File: src/rtl/atm_controller_param.sv
// atm_controller_param
//   Parametrised single-account ATM transaction controller. Detects a card,
//   collects a BCD PIN, checks it against PIN_CODE with a bounded attempt
//   counter (warning one attempt before lockout), then runs one deposit or
//   withdrawal with saturating / funds-checked arithmetic. Idle sessions are
//   aborted after TIMEOUT_CYC cycles. All outputs are registered.
//
// Ports
//   clk, rst              clock; synchronous active-high reset
//   tarjeta_recibida      card present (level), only looked at in IDLE
//   tipo_trans            0 = deposit, 1 = withdrawal, sampled in CHECK
//   digito_stb, digito    one-cycle strobe with a BCD keypad digit
//   monto_stb, monto      one-cycle strobe with the transaction amount
//   balance_actualizado   pulse: balance register changed (or zero withdrawal)
//   entregar_dinero       pulse: dispense cash
//   pin_incorrecto        pulse: PIN compare failed
//   advertencia           level: one PIN attempt left
//   bloqueo               level: account locked until rst
//   fondos_insuficientes  pulse: withdrawal rejected
//   balance               current balance
//   estado                current state code (IDLE=0 .. BLOCKED=5)

module atm_controller_param #(
  parameter int unsigned             PIN_DIGITS   = 4,
  parameter logic [PIN_DIGITS*4-1:0] PIN_CODE     = (PIN_DIGITS*4)'(16'h4756),
  parameter int unsigned             MAX_ATTEMPTS = 3,
  parameter int unsigned             BAL_W        = 64,
  parameter int unsigned             MONTO_W      = 32,
  parameter logic [BAL_W-1:0]        INIT_BALANCE = BAL_W'(4500),
  parameter int unsigned             TIMEOUT_CYC  = 1024
) (
  input  logic               clk,
  input  logic               rst,
  input  logic               tarjeta_recibida,
  input  logic               tipo_trans,
  input  logic               digito_stb,
  input  logic [3:0]         digito,
  input  logic               monto_stb,
  input  logic [MONTO_W-1:0] monto,
  output logic               balance_actualizado,
  output logic               entregar_dinero,
  output logic               pin_incorrecto,
  output logic               advertencia,
  output logic               bloqueo,
  output logic               fondos_insuficientes,
  output logic [BAL_W-1:0]   balance,
  output logic [2:0]         estado
);

  localparam int unsigned PW     = PIN_DIGITS * 4;
  localparam int unsigned CNT_W  = 4;
  localparam int unsigned ATT_W  = 3;
  localparam int unsigned TMO_W  = (TIMEOUT_CYC > 2) ? $clog2(TIMEOUT_CYC) : 1;

  localparam logic [CNT_W-1:0] DIG_LAST = CNT_W'(PIN_DIGITS);
  localparam logic [ATT_W-1:0] ATT_MAX  = ATT_W'(MAX_ATTEMPTS);
  localparam logic [ATT_W-1:0] ATT_WARN = ATT_W'(MAX_ATTEMPTS - 1);
  localparam logic [TMO_W-1:0] TMO_LAST = TMO_W'(TIMEOUT_CYC - 1);

  typedef enum logic [2:0] {
    S_IDLE     = 3'd0,
    S_PIN      = 3'd1,
    S_CHECK    = 3'd2,
    S_DEPOSIT  = 3'd3,
    S_WITHDRAW = 3'd4,
    S_BLOCKED  = 3'd5
  } state_t;

  state_t             state_r,   state_nx;
  logic [BAL_W-1:0]   balance_r, balance_nx;
  logic [ATT_W-1:0]   att_r,     att_nx;
  logic [CNT_W-1:0]   cnt_r,     cnt_nx;
  logic [PW-1:0]      pin_r,     pin_nx;
  logic [TMO_W-1:0]   tmo_r,     tmo_nx;
  logic               warn_r,    warn_nx;
  logic               lock_r,    lock_nx;
  logic               upd_r,     upd_nx;
  logic               disp_r,    disp_nx;
  logic               bad_r,     bad_nx;
  logic               nsf_r,     nsf_nx;

  logic [PW-1:0]      pin_shift;
  logic [BAL_W-1:0]   monto_b;
  logic [BAL_W:0]     sum;
  logic [ATT_W-1:0]   att_inc;
  logic               any_stb;
  logic               in_session;
  logic               timed_out;

  // New digit enters at the LSBs so the first-entered digit ends up on top.
  always_comb begin
    pin_shift      = pin_r << 4;
    pin_shift[3:0] = digito;
  end

  assign monto_b    = BAL_W'(monto);
  assign sum        = {1'b0, balance_r} + {1'b0, monto_b};
  assign att_inc    = att_r + ATT_W'(1);
  assign any_stb    = digito_stb | monto_stb;
  assign in_session = (state_r == S_PIN) || (state_r == S_DEPOSIT) ||
                      (state_r == S_WITHDRAW);
  // A strobe arriving on the last idle cycle still counts as activity.
  assign timed_out  = (tmo_r == TMO_LAST) && !any_stb;

  always_ff @(posedge clk) begin
    if (rst) begin
      state_r   <= S_IDLE;
      balance_r <= INIT_BALANCE;
      att_r     <= '0;
      cnt_r     <= '0;
      pin_r     <= '0;
      tmo_r     <= '0;
      warn_r    <= 1'b0;
      lock_r    <= 1'b0;
      upd_r     <= 1'b0;
      disp_r    <= 1'b0;
      bad_r     <= 1'b0;
      nsf_r     <= 1'b0;
    end else begin
      state_r   <= state_nx;
      balance_r <= balance_nx;
      att_r     <= att_nx;
      cnt_r     <= cnt_nx;
      pin_r     <= pin_nx;
      tmo_r     <= tmo_nx;
      warn_r    <= warn_nx;
      lock_r    <= lock_nx;
      upd_r     <= upd_nx;
      disp_r    <= disp_nx;
      bad_r     <= bad_nx;
      nsf_r     <= nsf_nx;
    end
  end

  always_comb begin
    state_nx   = state_r;
    balance_nx = balance_r;
    att_nx     = att_r;
    cnt_nx     = cnt_r;
    pin_nx     = pin_r;
    tmo_nx     = '0;
    warn_nx    = warn_r;
    lock_nx    = lock_r;
    upd_nx     = 1'b0;
    disp_nx    = 1'b0;
    bad_nx     = 1'b0;
    nsf_nx     = 1'b0;

    case (state_r)
      S_IDLE: begin
        if (tarjeta_recibida) begin
          state_nx = S_PIN;
          cnt_nx   = '0;
          pin_nx   = '0;
        end
      end

      S_PIN: begin
        // A full PIN wins over any strobe arriving in the same cycle.
        if (cnt_r == DIG_LAST) begin
          state_nx = S_CHECK;
        end else if (digito_stb) begin
          pin_nx = pin_shift;
          cnt_nx = cnt_r + CNT_W'(1);
        end else if (timed_out) begin
          state_nx = S_IDLE;
        end
      end

      S_CHECK: begin
        if (pin_r == PIN_CODE) begin
          att_nx   = '0;
          warn_nx  = 1'b0;
          state_nx = tipo_trans ? S_WITHDRAW : S_DEPOSIT;
        end else begin
          att_nx = att_inc;
          bad_nx = 1'b1;
          cnt_nx = '0;
          pin_nx = '0;
          if (att_inc == ATT_MAX) begin
            state_nx = S_BLOCKED;
            lock_nx  = 1'b1;
            warn_nx  = 1'b0;
          end else begin
            state_nx = S_PIN;
            if (att_inc == ATT_WARN) warn_nx = 1'b1;
          end
        end
      end

      S_DEPOSIT: begin
        if (monto_stb) begin
          // Carry out of the widened add means the balance would wrap.
          balance_nx = sum[BAL_W] ? '1 : sum[BAL_W-1:0];
          upd_nx     = 1'b1;
          state_nx   = S_IDLE;
        end else if (timed_out) begin
          state_nx = S_IDLE;
        end
      end

      S_WITHDRAW: begin
        if (monto_stb) begin
          if (monto_b > balance_r) begin
            nsf_nx = 1'b1;
          end else begin
            balance_nx = balance_r - monto_b;
            disp_nx    = 1'b1;
            upd_nx     = 1'b1;
          end
          state_nx = S_IDLE;
        end else if (timed_out) begin
          state_nx = S_IDLE;
        end
      end

      S_BLOCKED: begin
        // Absorbing: only rst leaves this state.
        lock_nx = 1'b1;
        warn_nx = 1'b0;
      end

      default: begin
        state_nx = S_IDLE;
      end
    endcase

    // Idle timer runs only while a session state is held with no strobe.
    if (in_session && (state_nx == state_r) && !any_stb) begin
      tmo_nx = tmo_r + TMO_W'(1);
    end
  end

  assign balance_actualizado  = upd_r;
  assign entregar_dinero      = disp_r;
  assign pin_incorrecto       = bad_r;
  assign advertencia          = warn_r;
  assign bloqueo              = lock_r;
  assign fondos_insuficientes = nsf_r;
  assign balance              = balance_r;
  assign estado               = state_r;

endmodule

File: config.mk
export PLATFORM = sky130hd
export DESIGN_NAME = atm_controller_param
export DESIGN_NICKNAME = d
export VERILOG_FILES = /design/src/rtl/atm_controller_param.sv
export SDC_FILE = /design/constraint.sdc
export NUM_CORES = 1
export LEC_CHECK = 0
export ABC_CLOCK_PERIOD_IN_PS = 3350
export BUFFER_PORTS_ARGS = -buffer_cell sky130_fd_sc_hd__buf_4
export CORE_AREA = 2 2 132 134
export CTS_BUF_LIST = sky130_fd_sc_hd__clkbuf_8 sky130_fd_sc_hd__clkbuf_16
export DETAILED_ROUTE_END_ITERATION = 12
export DIE_AREA = 0 0 134 136
export PLACE_DENSITY = 0.81
export SLEW_MARGIN = 20
export SYNTH_ARGS = -nofsm -noshare
export SYNTH_HDL_FRONTEND = slang
export SYNTH_SLANG_ARGS = --single-unit
File: constraint.sdc
create_clock -name clk -period 3.35 [get_ports clk]
set_input_delay 0.335 -clock clk [delete_from_list [all_inputs] [get_ports clk]]
set_output_delay 0.335 -clock clk [all_outputs]
set_load 0.1 [all_outputs]
==> summary.txt <==
Fraction of layout cells with a size suffix above 1: 25.4%
CTS Buf Count: 9
Clock-pin slew on the worst setup and hold paths: 0.09 ns
Unrepaired setup endpoints after global routing: true
Total track usage: 32.8%
Worst Hold Class: in2reg
GPL Wtd Cong: 1.04
# clock sinks: 106
NetSw: 868 uW
DIE AREA: 0.0182 mm2
WS Path Type: reg2reg
Non-filler cells, final: 1,668
Status: completed
Layout Area Growth over Synthesis: 30.6%
Initial core utilization: 53.1%
Start of the worst register-to-register path: balance[53]
First-pass GRT wire length: 48,500 um
Core ar.: 0.0169 mm2
Worst VDD drop: 0.253 mV
Final worst path period share: 99.8%
Htree depth: 3
Post-synth EDFFs: 0
Post-layout minimum cycle time: 3.34 ns
Post-layout util: 69.3%
Share of total power in the clock network: 40.7%
Drt total wl: 31,100 um
HP Start: digito[2]
Syn. warnings: 0
Slew HR: 53.8%
Sequential-to-total area share from yosys stat: 23.7%
Drt via density: 6.32
Placed cells: 1,643
Fmax: 299 MHz
Post-synth top area share: 23.7%
Die W: 134 um
Number of diodes: 0
Pwr per Cell Area: 243 mW/mm2
Vias in the first global route: 9,583
Lkg Pwr: 5.04 nW
Sw Share: 30.5%
Setup Skew: 0.0102 ns
Leading post-synthesis cells by cell area: dfxtp_1 (24%), ha_1 (9.8%), a21oi_1 (7.2%), nor2_1 (5.5%), o21ai_0 (4.2%)
Gate Count Post-Synth: 1,239
Final hold vios: 0
Fraction of registers with async set/reset: 0%
Setup TNS: 0 ns
Clock buffer depth: 2
CP Max Fanout: 7
ANT nets after route: 0
DR WL met3: 2540 um
Worst Path Required: 3.62 ns
Metal-1 WL: 13,300 um
Ports: 115
Post-synth cell types: 78
Arrival time worst endpoint: 3.61 ns
Prevailing post-synth register cell: dfxtp_1
Largest area contributor in the netlist: dfxtp_1
Max_cap viols: 0
CTS tree: yes
DR iter-0 viols: 1,139
Initial antenna violation count: 0
# DRC: 0
Number of setup violations in the final report: 0
Largest net degree at the start of global routing: 56
IO Port Bufs: 114
Flip-flop and latch count after synthesis: 106
Clk Latency, worst-skew pair: 0.37 ns
Final Power: 2.84 mW
Share of power burned in registers: 44.3%
Crit. End Element: flop
TritonRoute pass-1 iters: 6
Via count of the routed design: 10,500
DR WL/cell: 18.6 um
Dpl cell area: 0.0110 mm2
Combinational power share: 15.0%
CP Launch Point: balance[53]
R2R Setup Slk: 0.007 ns
Die Y: 136 um
P_int: 1.98 mW
Clock root buffer: clkbuf_16
Average size of a mapped cell: 7.23 um2
Total gr overflow: 0
Nets: 1,552
DR top layer: met4
Mapped Area: 0.00896 mm2
Final instance area: 0.0117 mm2
Metal2 WL: 14,000 um
Slew Limit Fails: 0
Hpwl dp: 23,200 um
Critical Path Start Type: flop
Syn Nets: 1,353
Row count: 48
Hold-fix buffers, CTS: 0
Worst slew pin tran: 0.692 ns
[through the flow]
stage | setup slack, ns | hold WS (ns)
floorplan | -0.0698 | 0.430
global placement | -0.0569 | 0.446
detailed placement | -0.202 | 0.458
CTS | 0.00532 | 0.226
global route | -0.0244 | 0.229
finish | 0.00678 | 0.229
[worst paths after layout]
check / end / depth (start not counted)
setup / recovery: balance[51] / 11
setup reg to reg: balance[51] / 11
hold reg to reg: tmo_r[0] / 1
hold / removal: pin_r[2] / 3
[flip-flops by register name, indices dropped and copies added (netlist names), 3 cells and up]
signal,flops
estado,3
att_r,3
tmo_r,10
cnt_r,4
pin_r,16
balance,64
[Yosys cell counts (13+ instances only)]
cell type  number
o22ai_1        18
ha_1           70
xnor2_1        34
o211ai_1       20
o31ai_1        18
dfxtp_1       106
nand3_1        62
a211oi_1       13
nand4_1        15
a21oi_1       129
a41o_1         13
or4_1          14
nor2_1        132
nor3_1         38
nor4_1         23
clkbuf_1       61
inv_1          75
mux2i_1        13
nor2b_1        15
o21ai_0        75
a31oi_1        19
and3_1         17
nand2_1        81
[power by group through the flow]
stage / clock network [mW] / logic [mW] / registers, mW
3_3_place_gp: 0 / 0.396 / 1.29
4_1_cts: 1.16 / 0.404 / 1.26
5_1_grt: 1.21 / 0.459 / 1.26
6_report: 1.16 / 0.425 / 1.26
2_1_floorplan: 0 / 0.232 / 1.30
3_5_place_dp: 0 / 0.400 / 1.29
[layer usage]
layer,track usage [%],up-vias
met5,0,-
met1,44.5,4903
met2,52.5,545
met4,14.4,0
met3,4.18,107
li1,-,4981
[cells in the final DEF, fill, tap and decap left out, types with 11 or more instances in the layout]
cell type / n
or3_1: 11
xnor2_1: 34
a311oi_1: 12
nand4_1: 15
o21ai_0: 73
nand2_1: 81
a41o_1: 13
mux2i_1: 13
o21ai_1: 12
dfxtp_2: 34
or4_1: 12
a21oi_1: 126
nor2_1: 132
o31ai_1: 17
nand3_1: 62
o211ai_1: 20
nor3_1: 34
inv_1: 75
dfxtp_1: 62
o22ai_1: 16
a21o_1: 11
nor4_1: 21
ha_1: 70
a31oi_1: 19
and3_1: 17
nor2b_1: 15
buf_4: 246
clkbuf_16: 11
[cell type report]
class	instances	area, um2
multi-input cells	984	6520
fillers	1430	5180
flip-flops and latches	106	2200
repair buffers	259	2090
inverters	78	293
well taps	225	282
clock buffers	9	225
clock inverters	7	91.3
[logic make-up after synthesis]
kind of cell / after synthesis / synth area share, %
and+or+nand+nor: 455 / 25.4
AOI/OAI and AO/OA: 403 / 28.8
buffers and inverters: 149 / 6.38
DFF: 106 / 23.7
xor gates and xnor gates: 41 / 4.01
muxes: 13 / 1.45
adders and majority gates: 72 / 10.2
[worst max-delay path, stage by stage, from the launching register on]
cell       delay, ns
dfxtp_4         0.35
or4_4           0.54
or4_4           0.45
or4_4           0.44
or3_4           0.39
and3b_2         0.28
a21oi_4         0.09
buf_6           0.14
buf_12          0.12
clkbuf_16       0.15
o31a_1          0.10
o211a_1         0.20
[timing repair]
action | 4_1_cts | 5_1_grt
hold endpoints to repair | 0 | 0
setup buffers | 2 | 4
cloned | 0 | 3
pin swaps | 1 | 12
gates resized for setup | 8 | 38
setup endpoints to repair | 34 | 62
Note: power is estimated with default switching activity, not from simulation.
